[config.mk]
export PLATFORM = sky130hd
export DESIGN_NAME = ccff_loader_flat
export DESIGN_NICKNAME = d
export VERILOG_FILES = /design/src/rtl/ccff_pkg.sv /design/src/rtl/ccff_loader_if.sv /design/src/rtl/ccff_piso.sv /design/src/rtl/ccff_loader.sv /design/src/flat_wrapper.sv
export SDC_FILE = /design/constraint.sdc
export NUM_CORES = 1
export LEC_CHECK = 0
export BUFFER_PORTS_ARGS = -buffer_cell sky130_fd_sc_hd__buf_2
export CAP_MARGIN = 20
export CORE_ASPECT_RATIO = 2
export CORE_MARGIN = 4
export CORE_UTILIZATION = 55
export CTS_CLUSTER_SIZE = 14
export DETAILED_ROUTE_END_ITERATION = 10
export MAX_ROUTING_LAYER = met4
export PLACE_DENSITY = 0.76
export SLEW_MARGIN = 20
export SYNTH_ARGS = -nofsm -noshare
export SYNTH_HDL_FRONTEND = slang
export SYNTH_SLANG_ARGS = --single-unit
[constraint.sdc]
create_clock -name prog_clk -period 2.2 [get_ports prog_clk]
set_input_delay 0.22 -clock prog_clk [delete_from_list [all_inputs] [get_ports prog_clk]]
set_output_delay 0.22 -clock prog_clk [all_outputs]
set_load 0.01 [all_outputs]
[src/rtl/ccff_pkg.sv]
// ccff_pkg: loader state encoding, default chain/word geometry and a width helper.
package ccff_pkg;
  localparam int DEF_CHAIN_LEN = 1024;
  localparam int DEF_DATA_W = 8;
  typedef enum logic [1:0] {IDLE, FETCH, SHIFT, DONE} state_e;
  function automatic int idx_w(int w);
    return w > 1 ? $clog2(w) : 1;
  endfunction
endpackage

[src/rtl/ccff_loader_if.sv]
// ccff_loader_if: valid/ready word stream from a bitstream source into the loader.
interface ccff_loader_if #(parameter int DATA_W = ccff_pkg::DEF_DATA_W);
  logic [DATA_W-1:0] s_data;
  logic s_valid;
  logic s_ready;
  modport master (output s_data, s_valid, input s_ready);
  modport slave (input s_data, s_valid, output s_ready);
endinterface

[src/rtl/ccff_piso.sv]
// ccff_piso: parallel-in/serial-out word register, MSB first, flags the word's last bit.
module ccff_piso import ccff_pkg::*; #(
  parameter int DATA_W = DEF_DATA_W
) (
  input  logic              prog_clk,
  input  logic              pReset,
  input  logic              load_i,
  input  logic              shift_i,
  input  logic [DATA_W-1:0] data_i,
  output logic              msb_o,
  output logic              last_o
);
  localparam int IW = idx_w(DATA_W);
  logic [DATA_W-1:0] sr_q, sr_d;
  logic [IW-1:0] idx_q, idx_d;
  // a load wins over a shift so a back-to-back word replaces the one just finished
  always_comb begin
    sr_d = load_i ? data_i : shift_i ? sr_q << 1 : sr_q;
    idx_d = load_i ? '0 : shift_i ? idx_q + IW'(1) : idx_q;
  end
  always_ff @(posedge prog_clk or negedge pReset)
    if (!pReset) begin
      sr_q <= '0;
      idx_q <= '0;
    end else begin
      sr_q <= sr_d;
      idx_q <= idx_d;
    end
  assign msb_o = sr_q[DATA_W-1];
  assign last_o = idx_q == IW'(DATA_W - 1);
endmodule

[src/rtl/ccff_loader.sv]
// ccff_loader: streams a bitstream MSB first into a CCFF chain, exactly CHAIN_LEN bits,
// with config_enable qualifying only valid bits on ccff_head.
module ccff_loader import ccff_pkg::*; #(
  parameter int CHAIN_LEN = DEF_CHAIN_LEN,
  parameter int DATA_W = DEF_DATA_W
) (
  input  logic prog_clk,
  input  logic pReset,
  input  logic start,
  input  logic abort,
  ccff_loader_if.slave s,
  output logic ccff_head,
  output logic config_enable,
  output logic busy,
  output logic done,
  output logic aborted
);
  localparam int CW = $clog2(CHAIN_LEN + 1);
  localparam logic [CW-1:0] LAST = CW'(CHAIN_LEN - 1);
  state_e state_q;
  logic [CW-1:0] cnt_q;
  logic head_q, cen_q, done_q, aborted_q;
  logic msb, last, ready, xfer;
  // a refill is offered only on a word's last bit and only if more chain bits remain
  assign ready = state_q == FETCH || (state_q == SHIFT && last && cnt_q != LAST);
  assign xfer = s.s_valid && ready;
  assign s.s_ready = ready;
  ccff_piso #(.DATA_W(DATA_W)) u_piso (
    .prog_clk(prog_clk),
    .pReset(pReset),
    .load_i(xfer),
    .shift_i(state_q == SHIFT),
    .data_i(s.s_data),
    .msb_o(msb),
    .last_o(last)
  );
  always_ff @(posedge prog_clk or negedge pReset)
    if (!pReset) begin
      state_q <= IDLE;
      cnt_q <= '0;
      head_q <= 1'b0;
      cen_q <= 1'b0;
      done_q <= 1'b0;
      aborted_q <= 1'b0;
    end else begin
      cen_q <= 1'b0;
      case (state_q)
        IDLE:
          if (start) begin
            state_q <= FETCH;
            cnt_q <= '0;
            done_q <= 1'b0;
            aborted_q <= 1'b0;
          end
        FETCH:
          if (abort) begin
            state_q <= IDLE;
            aborted_q <= 1'b1;
            done_q <= 1'b0;
          end else if (xfer) state_q <= SHIFT;
        SHIFT:
          if (abort) begin
            state_q <= IDLE;
            aborted_q <= 1'b1;
            done_q <= 1'b0;
          end else begin
            head_q <= msb;
            cen_q <= 1'b1;
            cnt_q <= cnt_q + CW'(1);
            state_q <= cnt_q == LAST ? DONE : (last && !xfer) ? FETCH : SHIFT;
          end
        DONE: begin
          state_q <= IDLE;
          done_q <= 1'b1;
        end
        default: state_q <= IDLE;
      endcase
    end
  assign ccff_head = head_q;
  assign config_enable = cen_q;
  assign busy = state_q == FETCH || state_q == SHIFT;
  assign done = done_q;
  assign aborted = aborted_q;
endmodule

[src/flat_wrapper.sv]
// flat-port wrapper written by rule: the top's interface ports become plain ports
module ccff_loader_flat import ccff_pkg::*;
#(
  parameter int CHAIN_LEN = DEF_CHAIN_LEN,
  parameter int DATA_W = DEF_DATA_W
)
  (prog_clk, pReset, start, abort, ccff_head, config_enable, busy, done, aborted, s_s_data, s_s_valid, s_s_ready);
  ccff_loader_if #(.DATA_W(DATA_W)) s_i ();
  input  logic prog_clk;
  input  logic pReset;
  input  logic start;
  input  logic abort;
  output logic ccff_head;
  output logic config_enable;
  output logic busy;
  output logic done;
  output logic aborted;
  input wire logic [$bits(s_i.s_data)-1:0] s_s_data;
  input wire logic [$bits(s_i.s_valid)-1:0] s_s_valid;
  output wire logic [$bits(s_i.s_ready)-1:0] s_s_ready;
  assign s_i.s_data = s_s_data;
  assign s_i.s_valid = s_s_valid;
  assign s_s_ready = s_i.s_ready;
  ccff_loader #(.CHAIN_LEN(CHAIN_LEN), .DATA_W(DATA_W)) u_core (.prog_clk(prog_clk), .pReset(pReset), .start(start), .abort(abort), .s(s_i), .ccff_head(ccff_head), .config_enable(config_enable), .busy(busy), .done(done), .aborted(aborted));
endmodule
==> flow_summary.json, run 1 <==
{
  "synth.area.mux_share": 0.138,
  "path_buf_inv": 3,
  "finalSetupViolCount": 0,
  "netlist.area_leader.share": 0.456,
  "fin_total_pwr_mw": 1.70,
  "regToRegStartpoint": "u_core.state_q[0]",
  "drt-total-wl_um": 3130,
  "crit_cells": 6,
  "synth_top_family_by_area": "simple AND/OR/NAND/NOR gates",
  "fp.coreArea_mm2": 0.00260,
  "cpPeakStageDelay_ns": 0.42,
  "path_class": "reg -> out",
  "internal-power_mw": 1.12,
  "clock_latency_ns": 0.27,
  "p_seq_frac": 0.428,
  "synth_compound_area_frac": 0.107,
  "seq_area_frac_synth": 0.456,
  "num_io_pins": 19,
  "fillers": 216,
  "synth-simple-area-share": 0.166,
  "cts_tree": "yes",
  "async_reset_ff_frac": 1.00,
  "grt-ovfl-total": 0,
  "synthDistinctLibCells": 38,
  "cap_violations": 0,
  "cts.sinks": 28,
  "whs_path_depth": 2,
  "cts.path.max_buffers": 2,
  "portBuffers": 18,
  "p_switching_mw": 0.577,
  "synth_warnings": 0,
  "die_w_um": 45.4,
  "setup-tns-final_ns": 0,
  "regToRegSetupSlack_ns": 0.28,
  "avgSynthCellArea_um2": 10.4,
  "clkPwrFrac": 0.159,
  "ir_drop_v": 0.000693,
  "tightest_slew_ns": 0.602,
  "grt_pass1_vias": 1246,
  "slew_viol_final": 0,
  "avgRoutedWirePerCell_um": 16.2,
  "p_comb_frac": 0.414,
  "gp_congestion": 0.947,
  "synth_edf_count": 0,
  "hold_class": "in -> reg",
  "dieArea_mm2": 0.00375,
  "path_cells": "inv_1 > ha_1 > buf_4 > nand2_1 > o21ai_0 > buf_2",
  "remaining_drc_errors": 0,
  "max_freq_mhz": 502,
  "place_hpwl_um": 2490,
  "post-cts-setup-buffers": 0,
  "num_antenna_cells": 0,
  "final_net_count": 188,
  "synth-xor-area-share": 0.0285,
  "worstPathRequired_ns": 1.98,
  "htree_levels": 1,
  "grt_pass1_wl_um": 5400,
  "crit_fanout": 12,
  "areaGrowthSynthToFinish_pct": 10.3,
  "p_per_area_mw_per_mm2": 1000,
  "worst_slew_margin_rel": 0.599,
  "fin_crit_ns": 1.99,
  "min_period_over_period": 0.906,
  "firstDrtPassIters": 4,
  "critPathSlowestCell": "dfrtp_1",
  "fin_worst_skew_ns": 0.00185,
  "clk_pin_slew_worst_paths_ns": 0.08,
  "holdBufCountCts": 1,
  "status": "finished, final reports clean",
  "grt_use_total": 0.202,
  "die_h_um": 82.7,
  "min_to": "u_core.u_piso.sr_q[5]",
  "num_vias": 1153,
  "syn-num-nets": 168,
  "leakage_nw": 0.766,
  "ant_nets": 0,
  "layout-drive-gt1-share": 0.267,
  "synth_common_cells": "dfrtp_1, mux2_2, nor2_1, nand2_1",
  "cts_resized": 0,
  "start_util": 0.590,
  "grt_max_degree": 29,
  "initialDrtViolationCount": 56,
  "clockRootBuffer": "clkbuf_8",
  "rsz0062_at_grt": "no",
  "antenna_found_initial": 0,
  "final_core_util": 0.650,
  "final-hold-violation-count": 0,
  "crit_family": "buffers and inverters",
  "cts_buffers": 3,
  "yosys.area.top_type": "dfrtp_1",
  "viasPerCell": 5.97,
  "synth_top_flop_cell": "dfrtp_1",
  "num_rows": 26,
  "critPathCaptureType": "output port",
  "start_kind": "register",
  "synthAdderAreaFrac": 0.0652,
  "netSwitchingFraction": 0.340,
  "synth.most_common_cell": "dfrtp_1",
  "arrival_ns": 1.77,
  "synthesis.area_mm2": 0.00154,
  "min-delay-start": "s_s_data[5]",
  "synthTopCellsByArea": "dfrtp_1, mux2_2, ha_1",
  "r2r_cells": 7,
  "rr_endpoint": "u_core.cnt_q[9]",
  "synth_cells": 147,
  "ys_seq_elements": 28
}
## worst max path at each step
| stage | slack (ns) | endpoint | startpoint |
|---|---|---|---|
| after floorplan | 0.31 | u_core.u_piso.sr_q[1] | u_core.state_q[0] |
| after global routing | 0.13 | s_s_ready | u_core.state_q[0] |
| after detailed placement | 0.31 | u_core.u_piso.sr_q[6] | u_core.cnt_q[2] |
| final | 0.21 | s_s_ready | u_core.state_q[0] |
| after CTS | 0.22 | s_s_ready | u_core.state_q[0] |
| after global placement | 0.36 | u_core.u_piso.sr_q[7] | u_core.cnt_q[3] |
## flip-flops by register name, summed over array words and instances (netlist names)
signal and cells:
u_core.cnt_q 11, u_core.u_piso.sr_q 8, u_core.u_piso.idx_q 3, u_core.state_q 2
u_core.aborted 1, u_core.ccff_head 1, u_core.config_enable 1, u_core.done 1
## cell usage in the layout, fill, tap and decap left out, drive strengths merged
master        n
nand3         7
o21bai        1
nor2b         2
a32o          1
inv           7
xor2          4
dlygate4sd3   1
clkbuf        3
and2          1
dfrtp        28
o32a          1
o211ai        1
nand2         9
mux2i         2
nand4         4
a21boi        1
or3           2
o31ai         3
or4           3
o21a          1
and4          1
mux2         17
and3          1
nand2b        1
buf          20
ha            8
xnor2         1
nor3b         1
a22oi         1
a21oi         8
o311ai        1
nor2         11
o21ai         7
nor3          5
## cell type report
| class | count | area [µm²] | share of cell area |
|---|---|---|---|
| tap | 28 | 35.0 | 0.0207 |
| inverter | 7 | 26.3 | 0.0155 |
| sequential | 28 | 701 | 0.414 |
| multi-input combinational | 106 | 774 | 0.458 |
| timing repair buffer | 21 | 115 | 0.0680 |
| clock buffer | 3 | 41.3 | 0.0244 |
## power by group through the flow
stage / Combinational, mW / Sequential, mW / Clock [mW]
floorplan: 0.524 / 0.728 / 0
global placement: 0.678 / 0.726 / 0
detailed placement: 0.703 / 0.736 / 0
CTS: 0.706 / 0.725 / 0.280
global route: 0.770 / 0.744 / 0.299
finish: 0.702 / 0.726 / 0.269
## routing by layer
metal,vias up,part of all wire,global-route usage
li1,564,-,-
met1,555,0.36,0.187
met2,27,0.59,0.388
met3,7,0.028,0.0239
met4,0,0.023,0.0909
met5,-,0,-
## logic make-up after synthesis
group                      count (synthesis)
and+or+nand+nor                           48
DFF                                       28
AOI/OAI and AO/OA                         26
muxes                                     19
buffers and inverters                     13
adders and majority gates                  8
xor gates and xnor gates                   5
## through the flow
| step | area, µm² | instances | setup WS, ns | hold WS (ns) |
|---|---|---|---|---|
| finish | 1690 | 193 | 0.207 | 0.171 |
| global route | 1690 | 193 | 0.132 | 0.169 |
| CTS | 1690 | 193 | 0.224 | 0.168 |
| detailed placement | 1640 | 189 | 0.309 | 0.265 |
| global placement | 1640 | 189 | 0.361 | 0.254 |
| floorplan | 1540 | 147 | 0.313 | -0.0756 |
Note: power is estimated with default switching activity, not from simulation.
==> inputs of run 2 (changes only) <==
==> constraint.sdc (replaced) <==
create_clock -name prog_clk -period 2.2 [get_ports prog_clk]
set_input_delay 0.44 -clock prog_clk [delete_from_list [all_inputs] [get_ports prog_clk]]
set_output_delay 0.44 -clock prog_clk [all_outputs]
set_load 0.01 [all_outputs]
==> run 2 against run 1 <==
Net effect:
- combinational power increased by 2%
- clock skew increased by 0.0053 ns
- clock power increased by 17%
- highest routed layer unchanged
- critical endpoint unchanged
==> flow_summary.json, run 2 (synthesized netlist as in run 1, its figures left out) <==
{
  "fin_total_pwr_mw": 1.77,
  "fillers": 224,
  "path_cells": "inv_1 > ha_4 > buf_4 > nand2_1 > o21ai_0 > buf_2",
  "crit_fanout": 10,
  "cpPeakStageDelay_ns": 0.42,
  "layout-drive-gt1-share": 0.279,
  "cap_violations": 0,
  "cts.sinks": 28,
  "place_hpwl_um": 2530,
  "fin_worst_skew_ns": 0.00711,
  "firstDrtPassIters": 4,
  "die_w_um": 45.4,
  "fin_crit_ns": 2.12,
  "final-hold-violation-count": 0,
  "cts.path.max_buffers": 2,
  "initialDrtViolationCount": 31,
  "max_freq_mhz": 472,
  "finalSetupViolCount": 0,
  "layout_commonest_cell": "dfrtp_1",
  "final_cell_mix": "dfrtp_1, buf_2, mux2_2",
  "path_class": "reg -> out",
  "viasPerCell": 6.25,
  "cts_tree": "yes",
  "hold_class": "in -> async",
  "ir_drop_v": 0.000743,
  "start_util": 0.590,
  "gp_congestion": 0.909,
  "antenna_found_initial": 0,
  "largest-register": "u_core.cnt_q",
  "min_period_over_period": 0.962,
  "worst_slew_margin_rel": 0.592,
  "final_core_util": 0.657,
  "num_vias": 1207,
  "clock_latency_ns": 0.28,
  "cts_buffers": 3,
  "final_net_count": 187,
  "grt_pass1_wl_um": 5510,
  "status": "finished, final reports clean",
  "num_io_pins": 19,
  "htree_levels": 1,
  "grt_pass1_vias": 1296,
  "rsz0062_at_grt": "no",
  "slew_viol_final": 0,
  "start_kind": "register",
  "avgRoutedWirePerCell_um": 16.7,
  "areaGrowthSynthToFinish_pct": 11.3,
  "die_h_um": 82.7,
  "critPathCaptureType": "output port",
  "setup-tns-final_ns": 0,
  "num_rows": 26,
  "worstPathRequired_ns": 1.76,
  "worst_slack_ns": 0.0832,
  "grt_use_total": 0.205,
  "regToRegSetupSlack_ns": 0.22,
  "dieArea_mm2": 0.00375,
  "setup.worst_path.start": "u_core.state_q[0]",
  "rr_endpoint": "u_core.cnt_q[9]",
  "arrival_ns": 1.68,
  "p_per_area_mw_per_mm2": 1030,
  "leakage_nw": 0.768,
  "final_area_mm2": 0.00171,
  "clockRootBuffer": "clkbuf_8",
  "largest_reg_flops": 11,
  "dpl_cell_area_mm2": 0.00164,
  "place_worst_setup_slack_ns": 0.214,
  "num_antenna_cells": 0,
  "portBuffers": 18,
  "ant_nets": 0,
  "tightest_slew_ns": 0.611,
  "drt-total-wl_um": 3230,
  "regToRegStartpoint": "u_core.state_q[1]",
  "remaining_drc_errors": 0,
  "r2r_cells": 6,
  "critPathSlowestCell": "dfrtp_1",
  "fp.coreArea_mm2": 0.00260,
  "post-cts-setup-buffers": 0,
  "clk_pin_slew_worst_paths_ns": 0.09,
  "grt-ovfl-total": 0,
  "grt_max_degree": 29,
  "reg_top3": "u_core.cnt_q: 11 flops, u_core.u_piso.sr_q: 8 flops, u_core.u_piso.idx_q: 3 flops"
}
## run 2: cell types whose count changed in the layout (fill, tap and decap cells not counted), sizes merged
cell         change
clkbuf           +1
dlygate4sd3      -1
## run 2: worst max path at each step
stage	to	slack [ns]	depth (start not counted)
floorplan	s_s_ready	0.25	6
global placement	s_s_ready	0.32	6
detailed placement	u_core.cnt_q[9]	0.21	6
CTS	s_s_ready	0.05	6
global route	s_s_ready	0.02	6
finish	s_s_ready	0.08	6
## run 2: critical path: cells and delay by family, from the launching register on
| kind | cells | cell delay, ns |
|---|---|---|
| fa+ha+maj | 1 | 0.21 |
| simple gates | 1 | 0.07 |
| compound gates | 1 | 0.17 |
| flops | 1 | 0.42 |
| buf+inv | 3 | 0.54 |
## run 2: report_power, final
group          total [mW]  switching [mW]  leakage (nW)  internal (mW)
sequential          0.731          0.0849         0.368          0.646
combinational       0.719           0.364         0.372          0.355
clock               0.315           0.155        0.0288          0.160
## run 2: what timing repair did
item | CTS | global route
resized for setup | 1 | 1
hold buffers | 0 | 0
endpoints found under the setup margin | 1 | 1
## run 2: metal layers
| layer | vias up | track usage | share of wire |
|---|---|---|---|
| li1 | 558 | - | - |
| met1 | 590 | 0.192 | 0.35 |
| met2 | 42 | 0.374 | 0.56 |
| met3 | 17 | 0.0304 | 0.045 |
| met4 | 0 | 0.123 | 0.046 |
| met5 | - | - | 0 |
## run 2: layout make-up
class | count | area (µm²) | share of cell area
repair buffers | 20 | 105 | 0.0615
clock buffers | 4 | 55.1 | 0.0322
multi-input cells | 106 | 787 | 0.460
flip-flops and latches | 28 | 701 | 0.410
inverters | 7 | 26.3 | 0.0154
well taps | 28 | 35.0 | 0.0205
## run 2: per-stage QoR
stage / std cells / hold slack, ns
final: 193 / 0.161
after CTS: 193 / 0.184
after floorplan: 147 / 0.144
after detailed placement: 189 / 0.487
after global routing: 193 / 0.197
after global placement: 189 / 0.477
==> inputs of run 3 (changes only) <==
--- a/config.mk
+++ b/config.mk
@@ -5,6 +5,7 @@
 export SDC_FILE = /design/constraint.sdc
 export NUM_CORES = 1
 export LEC_CHECK = 0
+export ABC_AREA = 0
 export BUFFER_PORTS_ARGS = -buffer_cell sky130_fd_sc_hd__buf_2
 export CAP_MARGIN = 20
 export CORE_ASPECT_RATIO = 2
==> constraint.sdc (replaced) <==
create_clock -name prog_clk -period 2.04 [get_ports prog_clk]
set_input_delay 0.408 -clock prog_clk [delete_from_list [all_inputs] [get_ports prog_clk]]
set_output_delay 0.408 -clock prog_clk [all_outputs]
set_load 0.01 [all_outputs]
==> run 3 against run 2 <==
Net effect:
- core utilization increased by 1.3 points
- die area unchanged
- highest routed layer unchanged
- critical endpoint unchanged
- global-route usage decreased by 0.80 points
- combinational power increased by 11%
- clock power increased by 7.6%
- critical path depth decreased by 2
- flip-flop and latch count unchanged
- total power increased by 9.2%
==> flow_summary.json, run 3 (synthesized netlist as in run 1, its figures left out) <==
{
  "final-hold-violation-count": 0,
  "path_class": "reg -> out",
  "num_vias": 1168,
  "rsz0062_at_grt": "no",
  "drt-total-wl_um": 3210,
  "holdBufCountCts": 0,
  "p_switching_mw": 0.655,
  "place_hpwl_um": 2420,
  "dieArea_mm2": 0.00375,
  "largest_reg_flops": 11,
  "critPathSlowestCell": "dfrtp_1",
  "place_worst_setup_slack_ns": 0.121,
  "gp_congestion": 0.917,
  "fin_crit_ns": 1.92,
  "clkPwrFrac": 0.176,
  "start_kind": "register",
  "grt_use_total": 0.197,
  "worstPathRequired_ns": 1.63,
  "portBuffers": 18,
  "crit_fanout": 6,
  "num_antenna_cells": 0,
  "cts.path.max_buffers": 2,
  "firstDrtPassIters": 4,
  "grt_max_degree": 29,
  "arrival_ns": 1.52,
  "cts.sinks": 28,
  "p_seq_frac": 0.410,
  "ant_nets": 0,
  "critPathCaptureType": "output port",
  "antenna_found_initial": 0,
  "remaining_drc_errors": 0,
  "cts_buffers": 3,
  "layout-drive-gt1-share": 0.304,
  "setup-tns-final_ns": 0,
  "largest-register": "u_core.cnt_q",
  "internal-power_mw": 1.27,
  "avgRoutedWirePerCell_um": 16.4,
  "cap_violations": 0,
  "grt_pass1_wl_um": 5380,
  "ir_drop_v": 0.000700,
  "fin_worst_skew_ns": 0.00272,
  "worst_slack_ns": 0.115,
  "p_per_area_mw_per_mm2": 1110,
  "path_cells": "nand4_1 > nor3_4 > o21ai_1 > buf_2",
  "status": "finished, final reports clean",
  "viasPerCell": 5.96,
  "reg_top3": "u_core.cnt_q: 11 flops, u_core.u_piso.sr_q: 8 flops, u_core.u_piso.idx_q: 3 flops",
  "final_cell_mix": "dfrtp_1, buf_2, mux2_2",
  "final_area_mm2": 0.00174,
  "num_io_pins": 19,
  "worst_slew_margin_rel": 0.579,
  "dpl_cell_area_mm2": 0.00166,
  "min_period_over_period": 0.944,
  "slew_viol_final": 0,
  "finalSetupViolCount": 0,
  "max_freq_mhz": 519,
  "layout_commonest_cell": "dfrtp_1",
  "clockRootBuffer": "clkbuf_8",
  "die_h_um": 82.7,
  "cpPeakStageDelay_ns": 0.47,
  "htree_levels": 1,
  "hold_class": "in -> async",
  "areaGrowthSynthToFinish_pct": 13.5,
  "num_rows": 26,
  "cts_tree": "yes",
  "initialDrtViolationCount": 38,
  "netSwitchingFraction": 0.340,
  "grt-ovfl-total": 0,
  "die_w_um": 45.4,
  "tightest_slew_ns": 0.632,
  "p_comb_frac": 0.414,
  "grt_pass1_vias": 1206,
  "start_util": 0.590,
  "fp.coreArea_mm2": 0.00260,
  "final_net_count": 190,
  "clk_pin_slew_worst_paths_ns": 0.09,
  "clock_latency_ns": 0.27,
  "leakage_nw": 0.798
}
[run 3: metrics by stage]
stage / std cells / power (mW) / hold WS, ns / util
final: 196 / 1.93 / 0.143 / 0.670
after global routing: 196 / 2.05 / 0.171 / 0.670
after CTS: 195 / 1.92 / 0.160 / 0.663
after detailed placement: 191 / 1.57 / 0.456 / 0.637
after global placement: 191 / 1.53 / 0.451 / 0.637
after floorplan: 147 / 1.35 / 0.112 / -
[run 3: power groups by stage]
stage | clock, mW | sequential (mW) | combinational, mW
floorplan | 0 | 0.785 | 0.565
finish | 0.339 | 0.791 | 0.797
detailed placement | 0 | 0.793 | 0.775
global route | 0.361 | 0.810 | 0.876
CTS | 0.348 | 0.785 | 0.791
global placement | 0 | 0.784 | 0.744
[run 3: worst max-delay path, delay by kind of cell, from the launching register on]
| family | cells | cell delay [ns] |
|---|---|---|
| buffers and inverters | 1 | 0.14 |
| and+or+nand+nor | 2 | 0.53 |
| AOI/OAI and AO/OA | 1 | 0.10 |
| DFF | 1 | 0.47 |
[run 3: final timing paths]
check	from	end	slack, ns	cells after the start
max	u_core.cnt_q[2]	s_s_ready	0.12	4
min in group prog_clk	s_s_data[5]	u_core.u_piso.sr_q[5]	0.36	2
max reg2reg	u_core.state_q[0]	u_core.cnt_q[9]	0.15	6
max in group asynchronous	pReset	u_core.state_q[1]	1.45	1
min reg2reg	u_core.ccff_head	u_core.ccff_head	0.51	1
min	pReset	u_core.u_piso.idx_q[2]	0.14	1
[run 3: layout make-up]
type,instances,area [µm²]
fill,220,860
multi-input combinational,106,793
sequential,28,702
timing repair buffer,23,131
clock buffer,4,55.1
tap,28,35.0
inverter,7,26.3
[run 3: per-layer routing]
metal	wire length, µm	track usage
met4	43	0.0440
met2	1870	0.378
met3	86	0.0195
met5	0	-
met1	1210	0.208
[run 3: what timing repair did]
item	4_1_cts	5_1_grt
pin swaps	0	2
setup buffers	0	1
endpoints found under the setup margin	1	3
resized for setup	2	5
